[config.mk]
export PLATFORM = sky130hd
export DESIGN_NAME = cpu_sequencer
export DESIGN_NICKNAME = d
export VERILOG_FILES = /design/src/rtl/cpu_sequencer.sv
export SDC_FILE = /design/constraint.sdc
export NUM_CORES = 1
export LEC_CHECK = 0
export BUFFER_PORTS_ARGS = -buffer_cell sky130_fd_sc_hd__buf_4
export CORE_MARGIN = 1
export CORE_UTILIZATION = 40
export CTS_CLUSTER_SIZE = 30
export DETAILED_ROUTE_END_ITERATION = 7
export GPL_TIMING_DRIVEN = 0
export PLACE_DENSITY = 0.67
export REMOVE_ABC_BUFFERS = 1
export SYNTH_ARGS = -nofsm -noshare
export SYNTH_HDL_FRONTEND = slang
export SYNTH_SLANG_ARGS = --single-unit
[constraint.sdc]
create_clock -name clk -period 7.2 [get_ports clk]
set_input_delay 1.08 -clock clk [delete_from_list [all_inputs] [get_ports clk]]
set_output_delay 1.08 -clock clk [all_outputs]
set_load 0.02 [all_outputs]
[src/rtl/cpu_sequencer.sv]
// cpu_sequencer: multicycle FETCH/DECODE/EXEC/MEM/WB control sequencer for the MIPS-subset CPU.
// Optional feature macro CPU_SEQ_OVF_TRAP_EN: trap (cause 10) on ALU overflow of ADD/SUB/ADDI.
module cpu_sequencer #(
  parameter int CNT_W = 32
) (
  input  logic             clk,
  input  logic             rst_n,
  input  logic             run,
  input  logic [5:0]       instr_op,
  input  logic [5:0]       instr_funct,
  input  logic             imem_ack,
  input  logic             dmem_ack,
  input  logic             zero,
  input  logic             overflow,
  output logic             imem_req,
  output logic             dmem_req,
  output logic             ir_wr,
  output logic             pc_wr,
  output logic [1:0]       pc_sel,
  output logic             reg_wr,
  output logic [1:0]       reg_dst,
  output logic [1:0]       wb_sel,
  output logic             mem_wr,
  output logic             alu_src,
  output logic [2:0]       alu_ctrl,
  output logic             busy,
  output logic             trap,
  output logic [1:0]       trap_cause,
  output logic [CNT_W-1:0] instret
);

  typedef enum logic [2:0] {
    IDLE   = 3'd0,
    FETCH  = 3'd1,
    DECODE = 3'd2,
    EXEC   = 3'd3,
    MEM    = 3'd4,
    WB     = 3'd5,
    TRAP   = 3'd6
  } state_t;

  localparam logic [5:0] OP_RTYPE = 6'h00;
  localparam logic [5:0] OP_J     = 6'h02;
  localparam logic [5:0] OP_JAL   = 6'h03;
  localparam logic [5:0] OP_BNE   = 6'h05;
  localparam logic [5:0] OP_ADDI  = 6'h08;
  localparam logic [5:0] OP_XORI  = 6'h0e;
  localparam logic [5:0] OP_LW    = 6'h23;
  localparam logic [5:0] OP_SW    = 6'h2b;
  localparam logic [5:0] FN_JR    = 6'h08;
  localparam logic [5:0] FN_ADD   = 6'h20;
  localparam logic [5:0] FN_SUB   = 6'h22;
  localparam logic [5:0] FN_SLT   = 6'h2a;

  localparam logic [2:0] ALU_ADD = 3'b000;
  localparam logic [2:0] ALU_SUB = 3'b001;
  localparam logic [2:0] ALU_XOR = 3'b010;
  localparam logic [2:0] ALU_SLT = 3'b011;

  localparam logic [1:0] CAUSE_ILL = 2'b01;
  localparam logic [1:0] CAUSE_OVF = 2'b10;

  state_t           state_r, state_s;
  logic [5:0]       op_r, funct_r;
  logic [1:0]       cause_r, cause_s;
  logic [CNT_W-1:0] instret_r;
  logic             retire_s, latch_s;
  logic             is_rtype_s, legal_s;

  // Instruction classification from the registered opcode/funct
  always_comb begin
    is_rtype_s = (op_r == OP_RTYPE);
    legal_s    = 1'b0;
    case (op_r)
      OP_RTYPE: begin
        case (funct_r)
          FN_ADD, FN_SUB, FN_SLT, FN_JR: legal_s = 1'b1;
          default:                       legal_s = 1'b0;
        endcase
      end
      OP_J, OP_JAL, OP_BNE, OP_ADDI, OP_XORI, OP_LW, OP_SW: legal_s = 1'b1;
      default: legal_s = 1'b0;
    endcase
  end

`ifdef CPU_SEQ_OVF_TRAP_EN
  logic ovf_op_s;
  assign ovf_op_s = (op_r == OP_ADDI) ||
                    (is_rtype_s && ((funct_r == FN_ADD) || (funct_r == FN_SUB)));
`else
  logic unused_ovf_s;
  assign unused_ovf_s = overflow;
`endif

  // Next-state and control-vector decode; ack-cycle strobes and BNE pc_wr are combinational
  always_comb begin
    state_s  = state_r;
    cause_s  = cause_r;
    retire_s = 1'b0;
    latch_s  = 1'b0;
    imem_req = 1'b0;
    dmem_req = 1'b0;
    ir_wr    = 1'b0;
    pc_wr    = 1'b0;
    pc_sel   = 2'b00;
    reg_wr   = 1'b0;
    reg_dst  = 2'b00;
    wb_sel   = 2'b00;
    mem_wr   = 1'b0;
    alu_src  = 1'b0;
    alu_ctrl = ALU_ADD;
    trap     = 1'b0;
    case (state_r)
      IDLE: begin
        if (run) state_s = FETCH;
        else     state_s = IDLE;
      end
      FETCH: begin
        imem_req = 1'b1;
        if (imem_ack) begin
          ir_wr   = 1'b1;
          pc_wr   = 1'b1;
          pc_sel  = 2'b00;
          latch_s = 1'b1;
          state_s = DECODE;
        end else begin
          state_s = FETCH;
        end
      end
      DECODE: begin
        if (!legal_s) begin
          state_s = TRAP;
          cause_s = CAUSE_ILL;
        end else if (op_r == OP_J) begin
          pc_wr    = 1'b1;
          pc_sel   = 2'b10;
          retire_s = 1'b1;
        end else if (op_r == OP_JAL) begin
          pc_wr    = 1'b1;
          pc_sel   = 2'b10;
          reg_wr   = 1'b1;
          reg_dst  = 2'b10;
          wb_sel   = 2'b10;
          retire_s = 1'b1;
        end else if (is_rtype_s && (funct_r == FN_JR)) begin
          pc_wr    = 1'b1;
          pc_sel   = 2'b11;
          retire_s = 1'b1;
        end else begin
          state_s = EXEC;
        end
      end
      EXEC: begin
        if (is_rtype_s) begin
          alu_src = 1'b0;
          if (funct_r == FN_SUB)      alu_ctrl = ALU_SUB;
          else if (funct_r == FN_SLT) alu_ctrl = ALU_SLT;
          else                        alu_ctrl = ALU_ADD;
          state_s = WB;
        end else if (op_r == OP_XORI) begin
          alu_src  = 1'b1;
          alu_ctrl = ALU_XOR;
          state_s  = WB;
        end else if (op_r == OP_BNE) begin
          alu_ctrl = ALU_SUB;
          if (!zero) begin
            pc_wr  = 1'b1;
            pc_sel = 2'b01;
          end else begin
            pc_wr  = 1'b0;
          end
          retire_s = 1'b1;
        end else if ((op_r == OP_LW) || (op_r == OP_SW)) begin
          alu_src  = 1'b1;
          alu_ctrl = ALU_ADD;
          state_s  = MEM;
        end else begin
          alu_src  = 1'b1;
          alu_ctrl = ALU_ADD;
          state_s  = WB;
        end
`ifdef CPU_SEQ_OVF_TRAP_EN
        if (ovf_op_s && overflow) begin
          state_s = TRAP;
          cause_s = CAUSE_OVF;
        end else begin
          cause_s = cause_r;
        end
`endif
      end
      MEM: begin
        dmem_req = 1'b1;
        mem_wr   = (op_r == OP_SW);
        if (dmem_ack) begin
          if (op_r == OP_SW) retire_s = 1'b1;
          else               state_s  = WB;
        end else begin
          state_s = MEM;
        end
      end
      WB: begin
        reg_wr   = 1'b1;
        reg_dst  = is_rtype_s ? 2'b01 : 2'b00;
        wb_sel   = (op_r == OP_LW) ? 2'b01 : 2'b00;
        retire_s = 1'b1;
      end
      TRAP: begin
        trap    = 1'b1;
        state_s = TRAP;
      end
      default: state_s = IDLE;
    endcase
    // run is only consulted at the instruction boundary
    if (retire_s) begin
      state_s = run ? FETCH : IDLE;
    end else begin
      state_s = state_s;
    end
  end

  assign busy       = (state_r != IDLE) && (state_r != TRAP);
  assign trap_cause = cause_r;
  assign instret    = instret_r;

  // State, trap cause, retire counter and instruction-field capture
  always_ff @(posedge clk or negedge rst_n) begin
    if (!rst_n) begin
      state_r   <= IDLE;
      cause_r   <= 2'b00;
      instret_r <= '0;
      op_r      <= 6'h00;
      funct_r   <= 6'h00;
    end else begin
      state_r <= state_s;
      cause_r <= cause_s;
      if (retire_s) instret_r <= instret_r + {{(CNT_W-1){1'b0}}, 1'b1};
      if (latch_s) begin
        op_r    <= instr_op;
        funct_r <= instr_funct;
      end
    end
  end

endmodule

==> flow_summary.json, run 1 <==
{
  "setup_violations": 0,
  "worst-endpoint-required_ns": 6.12,
  "critPathArrivalTime_ns": 2.32,
  "number_of_storage_elements_in_the_synthesis_netlist": 48,
  "vdd_drop_max_mv": 0.1397,
  "power_per_cell_area_nw_per_um2": 274.8,
  "cts.htree.levels": 2,
  "static-leakage-power_nw": 1.456,
  "synth_most_common_cell": "sky130_fd_sc_hd__dfrtp_1",
  "std_cell_rows": 29,
  "fmaxAchievable_mhz": 294.4,
  "postRouteWirelength_mm": 5.718,
  "yosys-top-cells-area": "sky130_fd_sc_hd__dfrtp_1 (46%), sky130_fd_sc_hd__xnor2_1 (10%), sky130_fd_sc_hd__mux2_2 (5.2%), sky130_fd_sc_hd__nand3_1 (4.6%), sky130_fd_sc_hd__nand4_1 (3.8%)",
  "drc": 0,
  "yosysSeqAreaShare_pct": 45.85,
  "ant_nets": 0,
  "synthDominantCellAreaShare_pct": 45.85,
  "setup_tns_ns": 0,
  "final_max_slew_viol_count": 0,
  "yosys_most_used_dff": "sky130_fd_sc_hd__dfrtp_1",
  "number_of_input_and_output_port_buffers_inserted": 67,
  "slack_of_the_worst_reg_to_reg_path_ns": 4.05,
  "cts-buffers-inserted": 5,
  "worstHoldPathCells": 1,
  "worst_pin_slew_ns": 1.152,
  "vias_per_cell": 5.416,
  "post_synth.cell_area_avg_sq_um": 10.16,
  "worstReg2RegStart": "state_r[1]",
  "holdBufCountCts": 0,
  "critPathKind": "flip-flop to primary output",
  "initial_core_util_pct": 41.26,
  "number_of_buffers_added_for_setup_after_cts": 0,
  "design.die.area_sq_um": 6877,
  "cp-start-kind": "flip-flop",
  "clock_path_buffers": 2,
  "timing.final.crit_period_ns": 3.397,
  "crit_path_max_fanout": 15,
  "routabilityCongestion": 0.8322,
  "finClkSkew_ns": 0.01222,
  "tritoncts_num_sinks": 48,
  "post_cts.resized_instances": 0,
  "grt_pass1_wl_mm": 9.584,
  "drt_pre_antenna_iters": 4,
  "worst_setup_path_end_kind": "primary output",
  "worst_r2r_path_depth": 6,
  "first_global_vias": 1991,
  "clk_latency_ns": 0.29,
  "global_route.overflow_total": 0,
  "routedWlPerCell_microns": 14.51,
  "rsz0062_at_grt": "no",
  "detailedRoute.firstIterationViolations": 85,
  "synth.largest_area_cell": "sky130_fd_sc_hd__dfrtp_1",
  "syn2layout_area_growth_pct": 22.45,
  "min_path_type": "flip-flop to flip-flop",
  "diodes": 0,
  "r2r-end": "instret[15]",
  "yosys_warnings": 0,
  "grt_max_degree": 49,
  "max_slew_margin_pct": 23.20,
  "hold_path.startpoint": "instret[31]",
  "timing.final.hold_violations": 0,
  "cts-root-buf": "sky130_fd_sc_hd__clkbuf_8",
  "finalPower_mw": 0.8816,
  "die_h_microns": 82.93,
  "antenna_found_initial": 0,
  "post_synth_arst_share_pct": 100.0,
  "post-place-ws_ns": 4.048,
  "mappedNetlistArea_sq_um": 2620,
  "core_region_area_sq_um": 6350,
  "layout-drive-gt1-share_pct": 29.34,
  "fill_cells": 599,
  "outcome": "finished clean",
  "placement.cell_area_sq_um": 3112,
  "postSynthCellCount": 258,
  "clkSlewWorstSetupHoldPaths_ns": 0.09,
  "layout.cell_area.non_filler_sq_um": 3208,
  "tritoncts": "done",
  "finalNetCount": 339,
  "min_delay_worst_endpoint": "instret[31]",
  "timing.final.crit_share_pct": 47.17,
  "post_synth_most_frequent_cells": "sky130_fd_sc_hd__dfrtp_1 (48), sky130_fd_sc_hd__xnor2_1 (30), sky130_fd_sc_hd__nand3_1 (24), sky130_fd_sc_hd__nand4_1 (16)",
  "cap_violations": 0,
  "post_synth_num_cell_types": 47,
  "grt_use_total_pct": 16.72,
  "synth_edf_count": 0,
  "detailroute.via_count": 2134,
  "final.setup.worst_slack_ns": 3.803,
  "dp_hpwl_mm": 4.026,
  "io_pins": 71,
  "die_width_microns": 82.93
}
[final cells by class]
cell class                 instances  area, sq um  share of cell area, %
clock buffer                       6        82.58                  2.574
clock inverter                     1        8.758                 0.2730
inverter                           7        26.28                 0.8190
multi-input combinational        187         1285                  40.05
sequential                        48         1201                  37.44
tap                               77        96.34                  3.003
timing repair buffer              68        508.0                  15.83
[power by group]
part | switching [mW] | internal [mW] | leakage, nW
clock network | 0.0860 | 0.0767 | 0.0473
logic | 0.162 | 0.148 | 0.781
registers | 0.0852 | 0.324 | 0.628
total | 0.333 | 0.549 | 1.46
[cell families after synthesis]
family	share of synthesized area [%]
DFF	45.85
xor gates and xnor gates	10.70
other	0.1431
muxes	5.158
adders and majority gates	1.433
buffers and inverters	5.253
and+or+nand+nor	24.07
AOI/OAI and AO/OA	7.402
[critical path, cell delays in order, from the launching register on]
cell and delay (ns):
sky130_fd_sc_hd__dfrtp_1 0.57, sky130_fd_sc_hd__inv_1 0.17, sky130_fd_sc_hd__nor3_1 0.37, sky130_fd_sc_hd__and2_1 0.60, sky130_fd_sc_hd__nand2b_1 0.19, sky130_fd_sc_hd__buf_4 0.13
[metal layers]
layer | GRT usage (%) | wire length, microns
met1 | 22.64 | 2657
met2 | 26.08 | 2592
met3 | 5.070 | 408
met4 | 4.545 | 59
met5 | 0 | 0
[registers in the layout, summed over array words and instances (netlist names)]
| register | flops |
|---|---|
| funct_r | 6 |
| op_r | 6 |
| state_r | 3 |
| trap_cause | 1 |
| instret | 32 |
[cells in the final DEF, fill, tap and decap left out, types with 3 or more instances in the layout]
master	count
sky130_fd_sc_hd__nand4_1	16
sky130_fd_sc_hd__buf_4	67
sky130_fd_sc_hd__ha_1	3
sky130_fd_sc_hd__nor2_1	10
sky130_fd_sc_hd__and2_1	5
sky130_fd_sc_hd__o21ai_0	6
sky130_fd_sc_hd__a21oi_1	7
sky130_fd_sc_hd__mux2_2	12
sky130_fd_sc_hd__clkbuf_8	6
sky130_fd_sc_hd__nor3b_1	6
sky130_fd_sc_hd__nor3_1	8
sky130_fd_sc_hd__and3_1	12
sky130_fd_sc_hd__nand2b_1	3
sky130_fd_sc_hd__a31oi_1	3
sky130_fd_sc_hd__xnor2_1	30
sky130_fd_sc_hd__inv_1	7
sky130_fd_sc_hd__nand3_1	24
sky130_fd_sc_hd__nand2_1	10
sky130_fd_sc_hd__dfrtp_1	48
[worst max-delay path by stage]
| stage | start | endpoint | slack [ns] | cells past startpoint |
|---|---|---|---|---|
| after floorplan | state_r[0] | pc_wr | 3.96 | 4 |
| after global placement | imem_ack | pc_wr | 4.09 | 4 |
| after detailed placement | imem_ack | pc_wr | 4.05 | 4 |
| after CTS | state_r[0] | pc_wr | 3.75 | 5 |
| after global routing | state_r[0] | pc_wr | 3.59 | 5 |
| final | state_r[0] | pc_wr | 3.80 | 5 |
[stage by stage]
stage / hold WS, ns / utilization, % / instances
after floorplan: 0.5058 / - / 242
after global routing: 0.5102 / 50.52 / 394
after CTS: 0.4871 / 50.44 / 393
after detailed placement: 0.4641 / 49.00 / 386
after global placement: 0.4691 / 49.00 / 386
final: 0.4816 / 50.52 / 394
Note: power is estimated with default switching activity, not from simulation.
==> run 2: changes to the inputs <==
Settings changed: ABC_AREA from default to 1, PLACE_DENSITY 0.67 to 0.65.
Clock period 7.2 ns to 3.2 ns, I/O delays scaled along.
==> run 2 against run 1 <==
Design area is 22% higher; combinational power is 130% higher; via count is 43% higher; worst hold slack worse by 0.30 ns; critical path depth is 3 higher; worst setup slack worse by 3.2 ns; flip-flop and latch count stayed put; cell count is 60% higher.
==> flow_summary.json, run 2 <==
{
  "final_common_cell": "sky130_fd_sc_hd__nand2_1",
  "diodes": 0,
  "finalNetCount": 549,
  "cts.htree.levels": 2,
  "post_cts.resized_instances": 0,
  "grt_use_total_pct": 20.06,
  "synthDominantCellAreaShare_pct": 37.02,
  "yosys_warnings": 0,
  "crit_path_max_fanout": 7,
  "cp-start-kind": "flip-flop",
  "yosys-top-cells-area": "sky130_fd_sc_hd__dfrtp_1 (37%), sky130_fd_sc_hd__nand2_1 (19%), sky130_fd_sc_hd__nor2_1 (6.4%), sky130_fd_sc_hd__xor2_1 (4.9%), sky130_fd_sc_hd__inv_1 (4.5%)",
  "detailroute.via_count": 3052,
  "postSynthCellCount": 462,
  "clk_latency_ns": 0.30,
  "global_route.overflow_total": 0,
  "mappedNetlistArea_sq_um": 3244,
  "synth_most_common_cell": "sky130_fd_sc_hd__nand2_1",
  "synth.largest_area_cell": "sky130_fd_sc_hd__dfrtp_1",
  "outcome": "finished clean",
  "worst_r2r_path_depth": 9,
  "tritoncts_num_sinks": 48,
  "fmaxAchievable_mhz": 385.9,
  "layout-drive-gt1-share_pct": 22.73,
  "cts-buffers-inserted": 5,
  "cts-root-buf": "sky130_fd_sc_hd__clkbuf_8",
  "post_synth_num_cell_types": 39,
  "worst_setup_path_end_kind": "primary output",
  "core_region_area_sq_um": 7767,
  "routabilityCongestion": 0.8973,
  "tritoncts": "done",
  "setup_violations": 0,
  "die_h_microns": 92.06,
  "grt_max_degree": 49,
  "antenna_found_initial": 0,
  "number_of_input_and_output_port_buffers_inserted": 67,
  "yosysSeqAreaShare_pct": 37.02,
  "clock_path_buffers": 2,
  "timing.final.hold_violations": 0,
  "post_synth_most_frequent_cells": "sky130_fd_sc_hd__nand2_1 (167), sky130_fd_sc_hd__nor2_1 (55), sky130_fd_sc_hd__dfrtp_1 (48), sky130_fd_sc_hd__inv_1 (39), sky130_fd_sc_hd__nand2_2 (23)",
  "largest_register_ffs": 32,
  "finClkSkew_ns": 0.006587,
  "syn2layout_area_growth_pct": 20.29,
  "static-leakage-power_nw": 1.904,
  "worstReg2RegStart": "op_r[4]",
  "finish.utilization_pct": 50.24,
  "drc": 0,
  "worst_setup_path_startpoint": "op_r[1]",
  "synth_edf_count": 0,
  "cap_violations": 0,
  "timing.critical_path.cells": "nor2_2, nand3_4, nor2_1, nor2_1, nand2_1, nand2_1, nor4_1, buf_4",
  "number_of_buffers_added_for_setup_after_cts": 0,
  "routedWlPerCell_microns": 12.71,
  "vias_per_cell": 4.844,
  "ant_nets": 0,
  "setup_tns_ns": 0,
  "max_slew_margin_pct": 58.45,
  "drt_pre_antenna_iters": 5,
  "clkSlewWorstSetupHoldPaths_ns": 0.09,
  "worst_pin_slew_ns": 0.6233,
  "yosys_most_used_dff": "sky130_fd_sc_hd__dfrtp_1",
  "number_of_storage_elements_in_the_synthesis_netlist": 48,
  "io_pins": 71,
  "most-common-layout-cells": "sky130_fd_sc_hd__nand2_1 (167), sky130_fd_sc_hd__buf_4 (67), sky130_fd_sc_hd__nor2_1 (55)",
  "std_cell_rows": 32,
  "dp_hpwl_mm": 6.084,
  "slack_of_the_worst_reg_to_reg_path_ns": 1.06,
  "timing.final.crit_share_pct": 80.98,
  "initial_core_util_pct": 41.77,
  "critPathArrivalTime_ns": 2.11,
  "worst_path_largest_cell_delay_ns": 0.46,
  "rsz0062_at_grt": "no",
  "grt_pass1_wl_mm": 13.61,
  "critPathKind": "flip-flop to primary output",
  "r2r-end": "instret[18]",
  "worst_path_max_delay_cell": "sky130_fd_sc_hd__dfrtp_1",
  "die_width_microns": 92.06,
  "post_synth.cell_area_avg_sq_um": 7.022,
  "worst-endpoint-required_ns": 2.72,
  "crit_path_end": "wb_sel[1]",
  "timing.final.crit_period_ns": 2.591,
  "postRouteWirelength_mm": 8.006,
  "vdd_drop_max_mv": 0.2891,
  "design.die.area_sq_um": 8475,
  "min_path_type": "primary input to async pin",
  "first_global_vias": 2920,
  "detailedRoute.firstIterationViolations": 107,
  "hold_slack_ns": 0.1807,
  "final_max_slew_viol_count": 0,
  "post_synth_arst_share_pct": 100.0,
  "power_per_cell_area_nw_per_um2": 510.1,
  "holdBufCountCts": 0
}
-- run 2: cell types whose count changed after synthesis, moves of 12 or more --
cell / before / now
sky130_fd_sc_hd__nor3_1: 8 / 22
sky130_fd_sc_hd__nand2_2: 0 / 23
sky130_fd_sc_hd__nor2_1: 10 / 55
sky130_fd_sc_hd__nand4_1: 16 / 4
sky130_fd_sc_hd__xor2_1: 2 / 18
sky130_fd_sc_hd__mux2_2: 12 / 0
sky130_fd_sc_hd__nand2_1: 10 / 167
sky130_fd_sc_hd__and3_1: 12 / 0
sky130_fd_sc_hd__inv_1: 7 / 39
sky130_fd_sc_hd__xnor2_1: 30 / 9
sky130_fd_sc_hd__nand3_1: 24 / 11
-- run 2: power breakdown --
part	switching [mW]	total, mW	leakage, nW	internal (mW)
Sequential	0.127	0.836	0.642	0.709
Combinational	0.462	0.711	1.21	0.249
Clock	0.212	0.444	0.0552	0.232
-- run 2: cells by family (layout without fill, tap and decap cells) --
kind of cell	Yosys count	in the layout	share of synthesized area, %
compound gates	27	27	5.052
simple gates	300	300	41.15
xor+xnor	27	27	7.289
fa+ha+maj	3	3	1.157
other cells	1	2	0.1156
flops	48	48	37.02
buf+inv	56	121	8.215
-- run 2: cell type report --
cell class / instances / area [sq um]
Sequential cell: 48 / 1201
Clock buffer: 6 / 72.57
Timing Repair Buffer: 68 / 514.2
Clock inverter: 2 / 35.03
Fill cell: 796 / 3865
Multi-Input combinational cell: 359 / 1780
Tap cell: 102 / 127.6
Inverter: 45 / 171.4
-- run 2: per-stage QoR --
stage | std cells | setup slack, ns | cell area [sq um] | total power [mW]
after floorplan | 452 | 0.2831 | 3153 | 1.327
after global placement | 621 | 0.4313 | 3784 | 1.535
after detailed placement | 621 | 0.3628 | 3784 | 1.554
after CTS | 629 | 0.02239 | 3891 | 2.004
after global routing | 630 | 0.4084 | 3902 | 2.140
final | 630 | 0.6086 | 3902 | 1.991
-- run 2: how the worst min path moves through the flow --
stage / from / to / slack, ns / depth (start not counted)
after floorplan: rst_n / funct_r[0] / 0.18 / 0
after global placement: trap_cause[0] / trap_cause[0] / 0.47 / 1
after detailed placement: trap_cause[0] / trap_cause[0] / 0.50 / 1
after CTS: rst_n / funct_r[1] / 0.21 / 1
after global routing: rst_n / funct_r[0] / 0.23 / 1
final: rst_n / funct_r[1] / 0.18 / 1
-- run 2: critical path, delay by kind of cell (launching register included) --
family	cells	cell delay (ns)
AND/OR/NAND/NOR	7	1.12
flip-flops	1	0.46
buffers and inverters	1	0.23
-- run 2: metal layers --
layer | vias to the layer above | global-route usage, % | routed length (microns)
li1 | 1561 | - | -
met2 | 71 | 35.82 | 3955
met5 | - | 0 | 0
met4 | 0 | 4.297 | 36
met3 | 2 | 3.648 | 400
met1 | 1418 | 25.10 | 3614
==> run 3: changes to the inputs <==
Settings changed: ABC_AREA 1 to 0, PLACE_DENSITY 0.65 to 0.67.
Clock period 3.2 ns to 2.4 ns, I/O delays scaled along.
==> run 3 against run 2 <==
Design area down 13%; die area decreased by 19%; power grew 43%; worst hold slack worse by 0.12 ns; sequential share of layout area is 4.9 points higher; register-to-register slack worse by 0.98 ns; critical path type unchanged.
==> flow_summary.json, run 3 (synthesis gave the netlist of run 1 again) <==
{
  "outcome": "finished clean",
  "tritoncts_num_sinks": 48,
  "worst-endpoint-required_ns": 2.04,
  "grt_pass1_wl_mm": 10.17,
  "finish.utilization_pct": 53.22,
  "cts-buffers-inserted": 5,
  "tritoncts": "done",
  "layout-drive-gt1-share_pct": 35.56,
  "fmaxAchievable_mhz": 427.4,
  "routedWlPerCell_microns": 15.30,
  "max_slew_margin_pct": 39.24,
  "final.setup.worst_slack_ns": 0.06031,
  "timing.final.crit_period_ns": 2.340,
  "finClkSkew_ns": 0.01060,
  "finalPower_mw": 2.856,
  "routabilityCongestion": 0.8322,
  "worst_setup_path_startpoint": "op_r[4]",
  "core_region_area_sq_um": 6350,
  "worst_setup_path_end_kind": "primary output",
  "cts.htree.levels": 2,
  "final_common_cell": "sky130_fd_sc_hd__buf_4",
  "drt_pre_antenna_iters": 4,
  "timing.final.hold_violations": 0,
  "min_path_type": "primary input to async pin",
  "die_width_microns": 82.93,
  "die_h_microns": 82.93,
  "postRouteWirelength_mm": 6.212,
  "syn2layout_area_growth_pct": 28.99,
  "critPathArrivalTime_ns": 1.98,
  "ant_nets": 0,
  "static-leakage-power_nw": 1.538,
  "first_global_vias": 2071,
  "cp-start-kind": "flip-flop",
  "clkSlewWorstSetupHoldPaths_ns": 0.09,
  "clk_latency_ns": 0.30,
  "layout.cell_area.non_filler_sq_um": 3379,
  "rsz0062_at_grt": "yes",
  "holdBufCountCts": 0,
  "critPathKind": "flip-flop to primary output",
  "placement.cell_area_sq_um": 3112,
  "antenna_found_initial": 0,
  "most-common-layout-cells": "sky130_fd_sc_hd__buf_4 (75), sky130_fd_sc_hd__dfrtp_1 (44), sky130_fd_sc_hd__xnor2_1 (30)",
  "cap_violations": 0,
  "vdd_drop_max_mv": 0.4402,
  "initial_core_util_pct": 41.26,
  "io_pins": 71,
  "finalNetCount": 351,
  "setup_violations": 0,
  "cts-root-buf": "sky130_fd_sc_hd__clkbuf_8",
  "worst_pin_slew_ns": 0.9080,
  "clock_path_buffers": 2,
  "detailroute.via_count": 2212,
  "timing.final.crit_share_pct": 97.49,
  "diodes": 0,
  "grt_use_total_pct": 17.98,
  "post-place-ws_ns": -0.7300,
  "largest_register_ffs": 32,
  "std_cell_rows": 29,
  "crit_path_max_fanout": 4,
  "drc": 0,
  "vias_per_cell": 5.448,
  "dp_hpwl_mm": 4.026,
  "power_per_cell_area_nw_per_um2": 845.2,
  "grt_max_degree": 49,
  "design.die.area_sq_um": 6877,
  "worstReg2RegStart": "op_r[4]",
  "final_max_slew_viol_count": 0,
  "number_of_input_and_output_port_buffers_inserted": 67,
  "detailedRoute.firstIterationViolations": 100,
  "global_route.overflow_total": 0
}
==> run 3: final timing paths <==
check                                   end  depth (start not counted)  slack (ns)
max in group asynchronous           op_r[3]                          1        1.88
worst min register to register  instret[31]                          1        0.48
worst max-delay path            alu_ctrl[1]                          6        0.06
min in group clk                 funct_r[3]                          3        0.29
worst max register to register   instret[1]                          5        0.08
worst min-delay path             instret[2]                          1        0.06
==> run 3: per-layer routing <==
layer  GRT usage, %  routed length [microns]  vias to the layer above
li1               -                        -                     1060
met5              0                        0                        -
met3          4.871                      399                        7
met2          28.91                     2924                       73
met4          4.389                       45                        0
met1          24.18                     2843                     1072
==> run 3: metrics by stage <==
stage               TNS (ns)  hold slack [ns]  instances
floorplan             -6.283          0.06441        242
global placement      -19.53           0.4212        386
detailed placement    -20.83           0.4203        386
CTS                        0          0.09692        400
global route        -0.07888           0.1056        406
finish                     0          0.06296        406
==> run 3: critical path, stage by stage (launching register included) <==
cell and delay (ns):
sky130_fd_sc_hd__dfrtp_1 0.40, sky130_fd_sc_hd__or4_4 0.58, sky130_fd_sc_hd__nor3_4 0.18, sky130_fd_sc_hd__nand4_1 0.14, sky130_fd_sc_hd__o21ai_1 0.12, sky130_fd_sc_hd__and2_1 0.15
sky130_fd_sc_hd__buf_6 0.12
==> run 3: power breakdown <==
part	switching (mW)	internal [mW]	leakage, nW
clock network	0.263	0.230	0.0473
logic	0.597	0.549	0.868
registers	0.241	0.976	0.623
total	1.10	1.76	1.54
==> run 3: repair_timing <==
item / in CTS / in global routing
setup endpoints to repair: 37 / 30
resized for setup: 11 / 13
gates cloned: 2 / 1
buffers inserted: 5 / 5
pin swaps: 2 / 4
==> run 3: layout make-up <==
class	instances	area (sq um)
fillers	577	2970
multi-input cells	190	1374
flip-flops and latches	48	1206
repair buffers	77	585.6
well taps	77	96.34
clock buffers	6	82.58
inverters	7	26.28
clock inverters	1	8.758
